[src/rtl/mem_ctrl_pkg.sv]
// Shared encodings for the coprocessor word-memory arbiter: FSM states,
// reserved addresses and requester indices.
package mem_ctrl_pkg;

  typedef enum logic [2:0] {
    ST_IDLE,
    ST_ACCESS,
    ST_RWAIT,
    ST_DONE,
    ST_ERR
  } state_t;

  localparam int unsigned CONFIG_ADDR     = 0;
  localparam int unsigned STATUS_ADDR     = 1;
  localparam int unsigned PROTECTED_LIMIT = 2;

  localparam int REQ_HOST = 0;
  localparam int REQ_CORE = 1;

endpackage

[src/rtl/mem_arbiter_rr.sv]
// Two-way grant logic with a one-hot grant output.
// MEM_ARB_ROUND_ROBIN_EN selects round-robin; otherwise requester 0 has fixed priority.
module rr_arbiter
  import mem_ctrl_pkg::*;
(
  input  logic       clk,
  input  logic       rst,
  input  logic [1:0] req,
  input  logic       update,
  output logic [1:0] gnt
);

`ifdef MEM_ARB_ROUND_ROBIN_EN
  // Index of the last granted requester; reset to the core so the host goes first.
  logic last_q;

  always_ff @(posedge clk or posedge rst) begin
    if (rst) begin
      last_q <= 1'b1;
    end else if (update && (gnt != 2'b00)) begin
      last_q <= gnt[REQ_CORE];
    end
  end

  always_comb begin
    gnt = 2'b00;
    if (req == 2'b11) begin
      gnt = last_q ? 2'b01 : 2'b10;
    end else if (req[REQ_HOST]) begin
      gnt = 2'b01;
    end else if (req[REQ_CORE]) begin
      gnt = 2'b10;
    end
  end
`else
  logic unused_inputs;
  assign unused_inputs = clk ^ rst ^ update;

  always_comb begin
    gnt = 2'b00;
    if (req[REQ_HOST]) begin
      gnt = 2'b01;
    end else if (req[REQ_CORE]) begin
      gnt = 2'b10;
    end
  end
`endif

endmodule

[src/rtl/mem_arbiter.sv]
// Two-requester block access controller for the coprocessor word memory.
// Arbitration policy is selected by MEM_ARB_ROUND_ROBIN_EN (see rr_arbiter).
//   state   | meaning
//   IDLE    | waiting for a request, grant and legality check
//   ACCESS  | one-cycle memory read/write strobe
//   RWAIT   | memory read data captured into the winner's rdata
//   DONE    | done pulse to the winner
//   ERR     | done + err pulse, memory untouched
module mem_arbiter
  import mem_ctrl_pkg::*;
#(
  parameter int SIZE       = 1024,
  parameter int LOG_SIZE   = 10,
  parameter int BLOCKS     = 4,
  parameter int CELL_WIDTH = 32,
  parameter int WIDTH      = BLOCKS * CELL_WIDTH
) (
  input  logic                  in_clk,
  input  logic                  in_reset,
  input  logic                  in_req0,
  input  logic                  in_req1,
  input  logic                  in_we0,
  input  logic                  in_we1,
  input  logic [LOG_SIZE-1:0]   in_addr0,
  input  logic [LOG_SIZE-1:0]   in_addr1,
  input  logic [WIDTH-1:0]      in_wdata0,
  input  logic [WIDTH-1:0]      in_wdata1,
  output logic                  out_done0,
  output logic                  out_done1,
  output logic                  out_err0,
  output logic                  out_err1,
  output logic [WIDTH-1:0]      out_rdata0,
  output logic [WIDTH-1:0]      out_rdata1,
  input  logic                  in_status_req,
  input  logic [CELL_WIDTH-1:0] in_status,
  output logic                  out_status_done,
  output logic [LOG_SIZE-1:0]   out_mem_address,
  output logic [WIDTH-1:0]      out_mem_data,
  output logic                  out_mem_read_en,
  output logic                  out_mem_write_en,
  output logic                  out_mem_write_status_en,
  output logic [CELL_WIDTH-1:0] out_mem_status,
  input  logic [WIDTH-1:0]      in_mem_data,
  output logic                  out_busy
);

  state_t state_q, state_d;

  logic [1:0]          gnt;
  logic                req_any, take, win;
  logic                sel_q, sel_d, we_q;
  logic                pick_we;
  logic [LOG_SIZE-1:0] pick_addr;
  logic [WIDTH-1:0]    pick_wdata;
  logic [LOG_SIZE:0]   end_addr;
  logic                range_bad, prot_bad, fin;
  logic                wr_low_next, status_fire;

  rr_arbiter u_arb (
    .clk    (in_clk),
    .rst    (in_reset),
    .req    ({in_req1, in_req0}),
    .update (take),
    .gnt    (gnt)
  );

  assign req_any    = in_req0 | in_req1;
  assign take       = (state_q == ST_IDLE) && req_any;
  assign win        = gnt[REQ_CORE];
  assign pick_we    = win ? in_we1 : in_we0;
  assign pick_addr  = win ? in_addr1 : in_addr0;
  assign pick_wdata = win ? in_wdata1 : in_wdata0;

  // One extra bit so a block near the top of memory cannot wrap to a small end address.
  assign end_addr  = {1'b0, pick_addr} + (LOG_SIZE+1)'(BLOCKS);
  assign range_bad = end_addr > (LOG_SIZE+1)'(SIZE);
  assign prot_bad  = win && pick_we && (pick_addr < LOG_SIZE'(PROTECTED_LIMIT));

  always_ff @(posedge in_clk or posedge in_reset) begin
    if (in_reset) begin
      state_q <= ST_IDLE;
    end else begin
      state_q <= state_d;
    end
  end

  always_comb begin
    state_d = state_q;
    case (state_q)
      ST_IDLE:   if (req_any) state_d = (range_bad || prot_bad) ? ST_ERR : ST_ACCESS;
      ST_ACCESS: state_d = we_q ? ST_DONE : ST_RWAIT;
      ST_RWAIT:  state_d = ST_DONE;
      ST_DONE:   state_d = ST_IDLE;
      ST_ERR:    state_d = ST_IDLE;
      default:   state_d = ST_IDLE;
    endcase
  end

  assign sel_d = (state_q == ST_IDLE) ? win : sel_q;
  assign fin   = (state_d == ST_DONE) || (state_d == ST_ERR);

  // A block write over config/status next cycle pushes the status write one cycle later.
  assign wr_low_next = take && (state_d == ST_ACCESS) && pick_we &&
                       (pick_addr < LOG_SIZE'(PROTECTED_LIMIT));
  assign status_fire = in_status_req && !out_status_done && !wr_low_next;

  always_ff @(posedge in_clk or posedge in_reset) begin
    if (in_reset) begin
      sel_q                   <= 1'b0;
      we_q                    <= 1'b0;
      out_mem_address         <= '0;
      out_mem_data            <= '0;
      out_mem_read_en         <= 1'b0;
      out_mem_write_en        <= 1'b0;
      out_done0               <= 1'b0;
      out_done1               <= 1'b0;
      out_err0                <= 1'b0;
      out_err1                <= 1'b0;
      out_rdata0              <= '0;
      out_rdata1              <= '0;
      out_mem_write_status_en <= 1'b0;
      out_status_done         <= 1'b0;
      out_mem_status          <= '0;
    end else begin
      if (take) begin
        sel_q           <= win;
        we_q            <= pick_we;
        out_mem_address <= pick_addr;
        out_mem_data    <= pick_wdata;
      end
      out_mem_write_en <= (state_d == ST_ACCESS) && pick_we;
      out_mem_read_en  <= (state_d == ST_ACCESS) && !pick_we;
      out_done0        <= fin && !sel_d;
      out_done1        <= fin && sel_d;
      out_err0         <= (state_d == ST_ERR) && !sel_d;
      out_err1         <= (state_d == ST_ERR) && sel_d;
      if (state_q == ST_RWAIT) begin
        if (sel_q) begin
          out_rdata1 <= in_mem_data;
        end else begin
          out_rdata0 <= in_mem_data;
        end
      end
      out_mem_write_status_en <= status_fire;
      out_status_done         <= status_fire;
      if (status_fire) begin
        out_mem_status <= in_status;
      end
    end
  end

  assign out_busy = (state_q != ST_IDLE);

endmodule
[config.mk]
export PLATFORM = sky130hd
export DESIGN_NAME = mem_arbiter
export DESIGN_NICKNAME = d
export VERILOG_FILES = /design/src/rtl/mem_ctrl_pkg.sv /design/src/rtl/mem_arbiter_rr.sv /design/src/rtl/mem_arbiter.sv
export SDC_FILE = /design/constraint.sdc
export NUM_CORES = 1
export LEC_CHECK = 0
export CELL_PAD_IN_SITES_DETAIL_PLACEMENT = 1
export CELL_PAD_IN_SITES_GLOBAL_PLACEMENT = 1
export CORE_AREA = 2 2 342 344
export CTS_CLUSTER_DIAMETER = 120
export DETAILED_ROUTE_END_ITERATION = 7
export DIE_AREA = 0 0 344 346
export PLACE_DENSITY_LB_ADDON = 0.08
export SLEW_MARGIN = 20
export SYNTH_ARGS = -nofsm -noshare
export SYNTH_HDL_FRONTEND = slang
export SYNTH_SLANG_ARGS = --single-unit
[constraint.sdc]
create_clock -name in_clk -period 28.1 [get_ports in_clk]
set_clock_uncertainty 0.15 [all_clocks]
set_input_delay 5.62 -clock in_clk [delete_from_list [all_inputs] [get_ports in_clk]]
set_output_delay 5.62 -clock in_clk [all_outputs]
set_load 0.03 [all_outputs]
==> results.toml, run 1 <==
[synth]
yosysWarnings = 0
synthArstFlopShare_pct = 100
avgSynthCellArea_sq_um = 11.2
syn_nets = 2107
synth_cell_type_count = 31
synthCells = 1664
syn-cell-area_sq_um = 18600
synth_edf_count = 0
yosysSeqAreaShare_pct = 59.0
netlist.area_leader.share_pct = 59.0
ys_ff_latch = 438
synthTopCellsByArea = "dfrtp_1, mux2_2, nand2_1"
synth_ff_type = "dfrtp_1"
synth_top_area_cell = "dfrtp_1"

[setup_path]
critPathLaunchType = "input pin"
worst_setup_path_end_kind = "flop"
reg2reg_to = "out_rdata1[67]"
path_cells = "clkdlybuf4s50_1, nor2b_4, buf_4, nand3_2, a32o_1, a21oi_1, nand3_1"
critPathMaxStageDelay_ns = 0.80
crit_type = "input pin to flop"
r2r_setup_slack_ns = 24.52
crit_arrival_ns = 9.08
crit_path_max_fanout = 41
cp.required_ns = 28.45
r2r.worst_path.cells = 6
timing.rr.start = "state_q[0]"
cp_slowest_cell = "nand3_2"

[route]
dr.pass1.iters = 4
drt-initial-drc-count = 519
antenna_left = 0
drt_wl_total_mm = 93.5
wire_per_inst_microns = 23.0
vias_per_cell = 4.09
drc_errors = 0
vias = 16600

[min_path]
hp-class = "flop to flop"
holdPathEnd = "out_rdata1[6]"
min_from = "out_rdata1[6]"
worstHoldPathCells = 1

[sta]
timing.fmax_mhz = 115
setup_ws_ns = 19.37
relSlewSlack_pct = 21.6
timing.hold.ws_ns = 0.351
period_share_pct = 31.1
rsz0062_at_grt = "no"
tns_ns = 0
slew_violations = 0
setup_viol = 0
post-route-min-period_ns = 8.73
worstMarginPinSlew_ns = 1.18
hold_viol = 0

[placed_design]
dpl.hpwl_mm = 68.9
place_area_sq_um = 28900
dp_slack_ns = 18.54
portBuffers = 877
gp_congestion = 0.765

[pwr]
vdd_drop_max_v = 0.0000574
p_int_mw = 2.18
clkPwrFrac_pct = 18.5
cellPowerDensity_nw_per_um2 = 123
switchingPower_mw = 1.60
p_sw_share_pct = 42.3
comb_power_share_pct = 52.4
leakage_nw = 12.0
p_seq_share_pct = 29.1

[clocking]
post_cts_resized = 0
clockBufferDepth = 3
root_buffer = "clkbuf_16"
post_cts_buffers = 0
htreeDepth = 2
holdBufCountCts = 0
clk_latency_ns = 0.64
cts_sinks = 438
clk_pin_slew_worst_paths_ns = 0.05
cts_tree = "yes"
cts_buffers = 58

[run]
maxCapViolCount = 0

[final_layout]
final_common_cell = "clkdlybuf4s50_1"
final_cell_mix = "clkdlybuf4s50_1, dfrtp_1, nand2_1"
drive_above_1_share_pct = 14.5
areaGrowthSynthToFinish_pct = 65.3
nNetsFinal = 2933
final-seq-area_sq_um = 11000
fin_util_pct = 26.6
nFillCells = 12800
final_area_sq_um = 30700
multi_input_area_sq_um = 7090

[global_route]
grtUsageTotal_pct = 15.2
grt_pass1_wl_mm = 133
grt_pass1_vias = 18200
grt_overflow_total = 0
grt_max_degree = 197
antenna_found_initial = 35

[floorplanning]
core-area_sq_um = 115000
row_count = 125
io_pins = 878
initial_core_util_pct = 16.1
die-area_sq_um = 119000
die_width_microns = 344
dieHeight_microns = 346

[run_status]
status = "complete, no violations"
cells in the mapped netlist, types with 5 or more instances:
cell type  count
a31oi_1      138
nand2_1      277
a21oi_1       40
nor2_1       149
mux2_2       256
buf_2         37
nand3_1       36
dfrtp_1      438
a32o_1        32
clkbuf_1      85
and2_1        32
or4_1         32
o21ai_0       68
nor3_1         5
nand2b_1       5
worst max-delay path by stage:
stage / start / endpoint / slack (ns) / cells past startpoint
5_1_grt: in_req1 / out_mem_status[18] / 19.09 / 7
4_1_cts: in_req1 / out_mem_status[8] / 19.26 / 7
6_report: in_req1 / out_mem_status[8] / 19.37 / 7
2_1_floorplan: in_reset / out_done0 / 10.13 / 1
3_5_place_dp: in_req1 / out_mem_status[8] / 18.54 / 7
3_3_place_gp: in_req1 / out_mem_status[16] / 18.64 / 7
logic make-up after synthesis:
| family | Yosys count | share of synthesized area [%] |
|---|---|---|
| AND/OR/NAND/NOR | 553 | 12.9 |
| flip-flops | 438 | 59.0 |
| AO/OA/AOI/OAI | 281 | 9.38 |
| multiplexers | 257 | 15.6 |
| buffers and inverters | 135 | 3.20 |
registers in the layout, summed over array words and instances (netlist names):
| signal | cells |
|---|---|
| out_mem_write_status_en | 1 |
| out_err0 | 1 |
| out_rdata0 | 128 |
| out_mem_write_en | 1 |
| out_mem_read_en | 1 |
| out_mem_data | 128 |
| out_err1 | 1 |
| out_done1 | 1 |
| out_done0 | 1 |
| we_q | 1 |
| out_mem_status | 32 |
| out_rdata1 | 128 |
| sel_q | 1 |
| state_q | 3 |
| out_mem_address | 10 |
worst max-delay path, delay by kind of cell:
kind / cells / cell delay, ns
buf+inv: 2 / 1.14
simple gates: 3 / 1.62
compound gates: 2 / 0.64
per-layer routing:
layer  share of wire, %  vias up  wire (microns)  global-route usage [%]
met3                 10      136            9680                    7.10
met4                2.7       40            2490                    4.68
met2                 52      606           48300                    27.3
li1                   -     7515               -                       -
met1                 35     8320           32800                    15.4
met5               0.26        -             240                       0
power groups by stage:
stage          logic (mW)  clock network, mW  registers, mW
6_report             1.98              0.700           1.10
4_1_cts              2.02              0.738           1.11
3_3_place_gp         2.01                  0           1.10
3_5_place_dp         2.02                  0           1.12
2_1_floorplan       0.489                  0           1.69
5_1_grt              2.09              0.763           1.15
area by class of cell:
class	count	area share [%]
Tap cell	1524	6.21
Clock buffer	85	5.45
Clock inverter	9	0.228
Timing Repair Buffer	897	29.2
Antenna cell	15	0.122
Multi-Input combinational cell	1091	23.1
Inverter	4	0.0733
Sequential cell	438	35.7
stage by stage:
| stage | cells | power [mW] |
|---|---|---|
| 2_1_floorplan | 1664 | 2.18 |
| 3_3_place_gp | 3953 | 3.11 |
| 3_5_place_dp | 3953 | 3.13 |
| 4_1_cts | 4047 | 3.87 |
| 5_1_grt | 4056 | 4.00 |
| 6_report | 4063 | 3.78 |
No activity file was read; power rests on OpenSTA's default activity.
==> inputs of run 2 (changes only) <==
Clock period 28.1 ns to 8.6 ns, I/O delays scaled along.
==> run 2 against run 1 <==
Cell count grew 0.27%; first-iteration DRC count grew 7.3%; global-route usage grew 0.13 points; routed wire length grew 0.57%; sequential power grew to 3.3 times the previous value; sequential cell count is the same; largest cell class unchanged; highest routed layer unchanged.
==> results.toml, run 2 (synthesis gave the netlist of run 1 again) <==
[sta]
hold_viol = 0
rsz0062_at_grt = "no"
relSlewSlack_pct = 18.4
slew_violations = 0
period_share_pct = 52.8
tns_ns = 0
post-route-min-period_ns = 4.54
timing.fmax_mhz = 220
worstMarginPinSlew_ns = 1.22
setup_ws_ns = 4.06
setup_viol = 0

[global_route]
antenna_found_initial = 34
grtUsageTotal_pct = 15.3
grt_pass1_wl_mm = 134
grt_overflow_total = 0
grt_max_degree = 193
grt_pass1_vias = 18300

[route]
wire_per_inst_microns = 23.1
vias = 16600
drc_errors = 0
drt-initial-drc-count = 557
dr.pass1.iters = 4
drt_wl_total_mm = 94.0
vias_per_cell = 4.07
antenna_left = 0

[final_layout]
final_common_cell = "clkdlybuf4s50_1"
drive_above_1_share_pct = 14.9
final_cells = 4074
final_cell_mix = "clkdlybuf4s50_1, dfrtp_1, nand2_1"
top_regs = "out_mem_data: 128 flops, out_rdata0: 128 flops, out_rdata1: 128 flops"
nNetsFinal = 2934
areaGrowthSynthToFinish_pct = 66.7
fin_util_pct = 26.8
nFillCells = 12900

[setup_path]
r2r.worst_path.cells = 6
path_cells = "clkdlybuf4s50_1, nand2b_4, buf_4, nor4_1, or2_4, or4_1, nand3_1"
reg2reg_to = "out_mem_status[0]"
crit_path_max_fanout = 67
crit_arrival_ns = 4.96
critPathLaunchType = "input pin"
critPathMaxStageDelay_ns = 0.62
r2r_setup_slack_ns = 5.96
cp_slowest_cell = "clkdlybuf4s50_1"
path_delay_family = "simple AND/OR/NAND/NOR gates"
crit_type = "input pin to flop"
path_buf_inv = 2
timing.rr.start = "state_q[1]"
worst_setup_path_end_kind = "flop"
cp.required_ns = 9.02

[pwr]
p_seq_share_pct = 28.6
p_sw_share_pct = 42.1
vdd_drop_max_v = 0.000253
comb_power_share_pct = 51.6
p_int_mw = 7.29
switchingPower_mw = 5.29
leakage_nw = 12.1
clkPwrFrac_pct = 19.8
power.total_mw = 12.6
cellPowerDensity_nw_per_um2 = 406

[placed_design]
dp_slack_ns = 3.33
gp_congestion = 0.780
dpl.hpwl_mm = 68.9
place_inst = 3953
portBuffers = 877

[min_path]
worstHoldPathCells = 1
hp-class = "flop to flop"
min_from = "out_rdata1[51]"
holdPathEnd = "out_rdata1[51]"

[floorplanning]
dieHeight_microns = 346
die_width_microns = 344
io_pins = 878
row_count = 125
initial_core_util_pct = 16.1
core-area_sq_um = 115000
die-area_sq_um = 119000

[clocking]
htreeDepth = 2
clk_latency_ns = 0.63
cts_buffers = 60
post_cts_buffers = 0
holdBufCountCts = 0
root_buffer = "clkbuf_16"
cts_sinks = 438
cts_tree = "yes"
clk_pin_slew_worst_paths_ns = 0.05
post_cts_resized = 0
clockBufferDepth = 3

[run]
maxCapViolCount = 0

[run_status]
status = "complete, no violations"
## run 2: cell types whose count changed in the layout (fill, tap and decap cells not counted), sizes merged
cell,previous run,this run
bufinv,0,2
buf,20,19
inv,4,6
clkbuf,85,90
clkinvlp,1,4
## run 2: worst max path at each step
stage / from / end / depth (start not counted)
6_report: in_req0 / out_mem_status[0] / 7
5_1_grt: in_req0 / out_mem_status[20] / 7
4_1_cts: in_req0 / out_mem_status[0] / 7
3_5_place_dp: in_req0 / out_mem_status[0] / 7
3_3_place_gp: in_req1 / out_mem_status[25] / 6
2_1_floorplan: in_reset / out_done0 / 1
## run 2: layout make-up
type                            instances  area (sq um)  area share (%)
Sequential cell                       438         11000            35.4
Timing Repair Buffer                  896          9040            29.2
Multi-Input combinational cell       1091          7080            22.8
Tap cell                             1524          1910            6.15
Clock buffer                           90          1760            5.69
Clock inverter                         16           185           0.598
Antenna cell                           15          37.5           0.121
Inverter                                4          18.8          0.0606
## run 2: layer usage
layer / wire length (microns) / GRT usage [%] / vias up
met1: 33400 / 15.5 / 8251
met2: 47400 / 27.2 / 607
met4: 3230 / 5.82 / 32
met3: 9800 / 7.00 / 160
li1: - / - / 7522
met5: 199 / 0 / -
## run 2: power groups by stage
stage | clock network, mW | registers [mW] | logic, mW
2_1_floorplan | 0 | 5.51 | 1.60
3_3_place_gp | 0 | 3.60 | 6.57
3_5_place_dp | 0 | 3.66 | 6.60
4_1_cts | 2.61 | 3.63 | 6.61
5_1_grt | 2.69 | 3.75 | 6.84
6_report | 2.49 | 3.60 | 6.48
## run 2: metrics by stage
step           hold WS (ns)  area [sq um]
3_3_place_gp          0.338         29000
3_5_place_dp          0.345         29000
4_1_cts               0.358         31000
2_1_floorplan         0.345         18600
5_1_grt               0.371         31000
6_report              0.352         31000
==> inputs of run 3 (changes only) <==
Clock period 8.6 ns to 4.25 ns, I/O delays scaled along.
==> run 3 against run 2 <==
Die area stayed put; worst setup slack lost 3.0 ns; sequential cell count did not move; routed wire length grew 0.57%; total power up 100%; critical path depth shrank 4; core utilization grew 0.26 points; non-clock buffer count grew 22; worst hold slack got worse by 0.00075 ns; cell area rose by 0.97%; combinational power is 110% higher; clock power grew 110%.
==> results.toml, run 3 (synthesis gave the netlist of run 1 again) <==
[run_status]
status = "complete, no violations"

[route]
drt_wl_total_mm = 94.6
vias_per_cell = 4.07
drt-initial-drc-count = 499
wire_per_inst_microns = 23.0
antenna_left = 0
dr.pass1.iters = 4
drc_errors = 0
vias = 16700

[clocking]
cts_buffers = 59
clockBufferDepth = 3
htreeDepth = 2
holdBufCountCts = 0
cts_tree = "yes"
cts_sinks = 438
clk_pin_slew_worst_paths_ns = 0.06
root_buffer = "clkbuf_16"
post_cts_buffers = 0
clk_latency_ns = 0.64
post_cts_resized = 0

[setup_path]
path_cells = "nor3_4, inv_2, clkdlybuf4s50_1"
cp_slowest_cell = "clkdlybuf4s50_1"
crit_arrival_ns = 2.24
path_delay_family = "buffers and inverters"
crit_type = "flop to primary output"
cp.required_ns = 3.25
cp-startpoint = "state_q[0]"
crit_cells = 3
worst_setup_path_end_kind = "primary output"
path_buf_inv = 2
reg2reg_to = "out_mem_status[29]"
r2r_setup_slack_ns = 1.76
r2r.worst_path.cells = 6
critPathMaxStageDelay_ns = 0.64
critPathLaunchType = "flop"
timing.rr.start = "state_q[0]"
crit_path_max_fanout = 5
crit_end = "out_busy"

[final_layout]
areaGrowthSynthToFinish_pct = 68.3
top_regs = "out_mem_data: 128 flops, out_rdata0: 128 flops, out_rdata1: 128 flops"
nFillCells = 12800
final_cell_mix = "clkdlybuf4s50_1, dfrtp_1, nand2_1"
nNetsFinal = 2955
drive_above_1_share_pct = 15.8
final_common_cell = "clkdlybuf4s50_1"

[sta]
setup_viol = 0
rsz0062_at_grt = "no"
slew_violations = 0
relSlewSlack_pct = 18.9
timing.fmax_mhz = 309
worstMarginPinSlew_ns = 1.22
timing.hold.ws_ns = 0.351
post-route-min-period_ns = 3.24
period_share_pct = 76.2
hold_viol = 0
tns_ns = 0

[pwr]
cellPowerDensity_nw_per_um2 = 822
leakage_nw = 12.3
vdd_drop_max_v = 0.000325

[floorplanning]
die-area_sq_um = 119000
initial_core_util_pct = 16.1
die_width_microns = 344
row_count = 125
core-area_sq_um = 115000
io_pins = 878
dieHeight_microns = 346

[placed_design]
gp_congestion = 0.830
portBuffers = 877
dpl.hpwl_mm = 70.7

[global_route]
grt_max_degree = 137
grt_pass1_vias = 18300
grtUsageTotal_pct = 15.4
grt_overflow_total = 0
grt_pass1_wl_mm = 134
antenna_found_initial = 34

[run]
maxCapViolCount = 0

[min_path]
hp-class = "flop to flop"
run 3: cell types whose count changed in the layout (fill, tap and decap cells not counted), sizes merged:
cell / previous run / this run
buf: 19 / 41
diode: 15 / 23
clkinv: 8 / 15
clkbuf: 90 / 87
clkinvlp: 4 / 2
inv: 6 / 4
bufinv: 2 / 3
run 3: cell type report:
type | count | area [sq um] | share of cell area (%)
clock buffers | 87 | 1760 | 5.63
repair buffers | 918 | 9290 | 29.7
inverters | 4 | 18.8 | 0.0600
multi-input cells | 1091 | 7080 | 22.6
clock inverters | 20 | 221 | 0.708
well taps | 1524 | 1910 | 6.09
diodes | 23 | 57.6 | 0.184
flip-flops and latches | 438 | 11000 | 35.0
run 3: how the worst min path moves through the flow:
stage / from / to / slack [ns] / cells after the start
global route: out_rdata0[34] / out_rdata0[34] / 0.37 / 1
global placement: out_rdata1[37] / out_rdata1[37] / 0.34 / 1
detailed placement: out_rdata0[36] / out_rdata0[36] / 0.34 / 1
floorplan: we_q / we_q / 0.35 / 2
CTS: out_rdata0[36] / out_rdata0[36] / 0.36 / 1
finish: out_rdata0[34] / out_rdata0[34] / 0.35 / 1
run 3: per-stage QoR:
stage	setup WS (ns)	utilization (%)	instances	area, sq um	total power, mW
after floorplan	-2.67	-	1664	18600	14.4
after global placement	0.938	25.3	3975	29200	20.8
after detailed placement	0.853	25.3	3975	29200	20.9
after CTS	0.929	27.1	4082	31200	26.3
after global routing	0.875	27.1	4099	31300	27.2
final	1.01	27.1	4105	31300	25.7
run 3: layer usage:
metal	share of wire (%)	wire length [microns]	vias to the layer above	track usage, %
met5	0.22	204	-	0
met4	3.4	3170	28	6.15
met3	10	9490	140	6.81
met2	51	48500	626	27.2
met1	35	33200	8312	15.7
li1	-	-	7582	-
run 3: power by group:
part	switching [mW]	internal, mW
Sequential	1.08	6.20
Combinational	7.66	5.67
Clock	2.08	3.04
Total	10.8	14.9
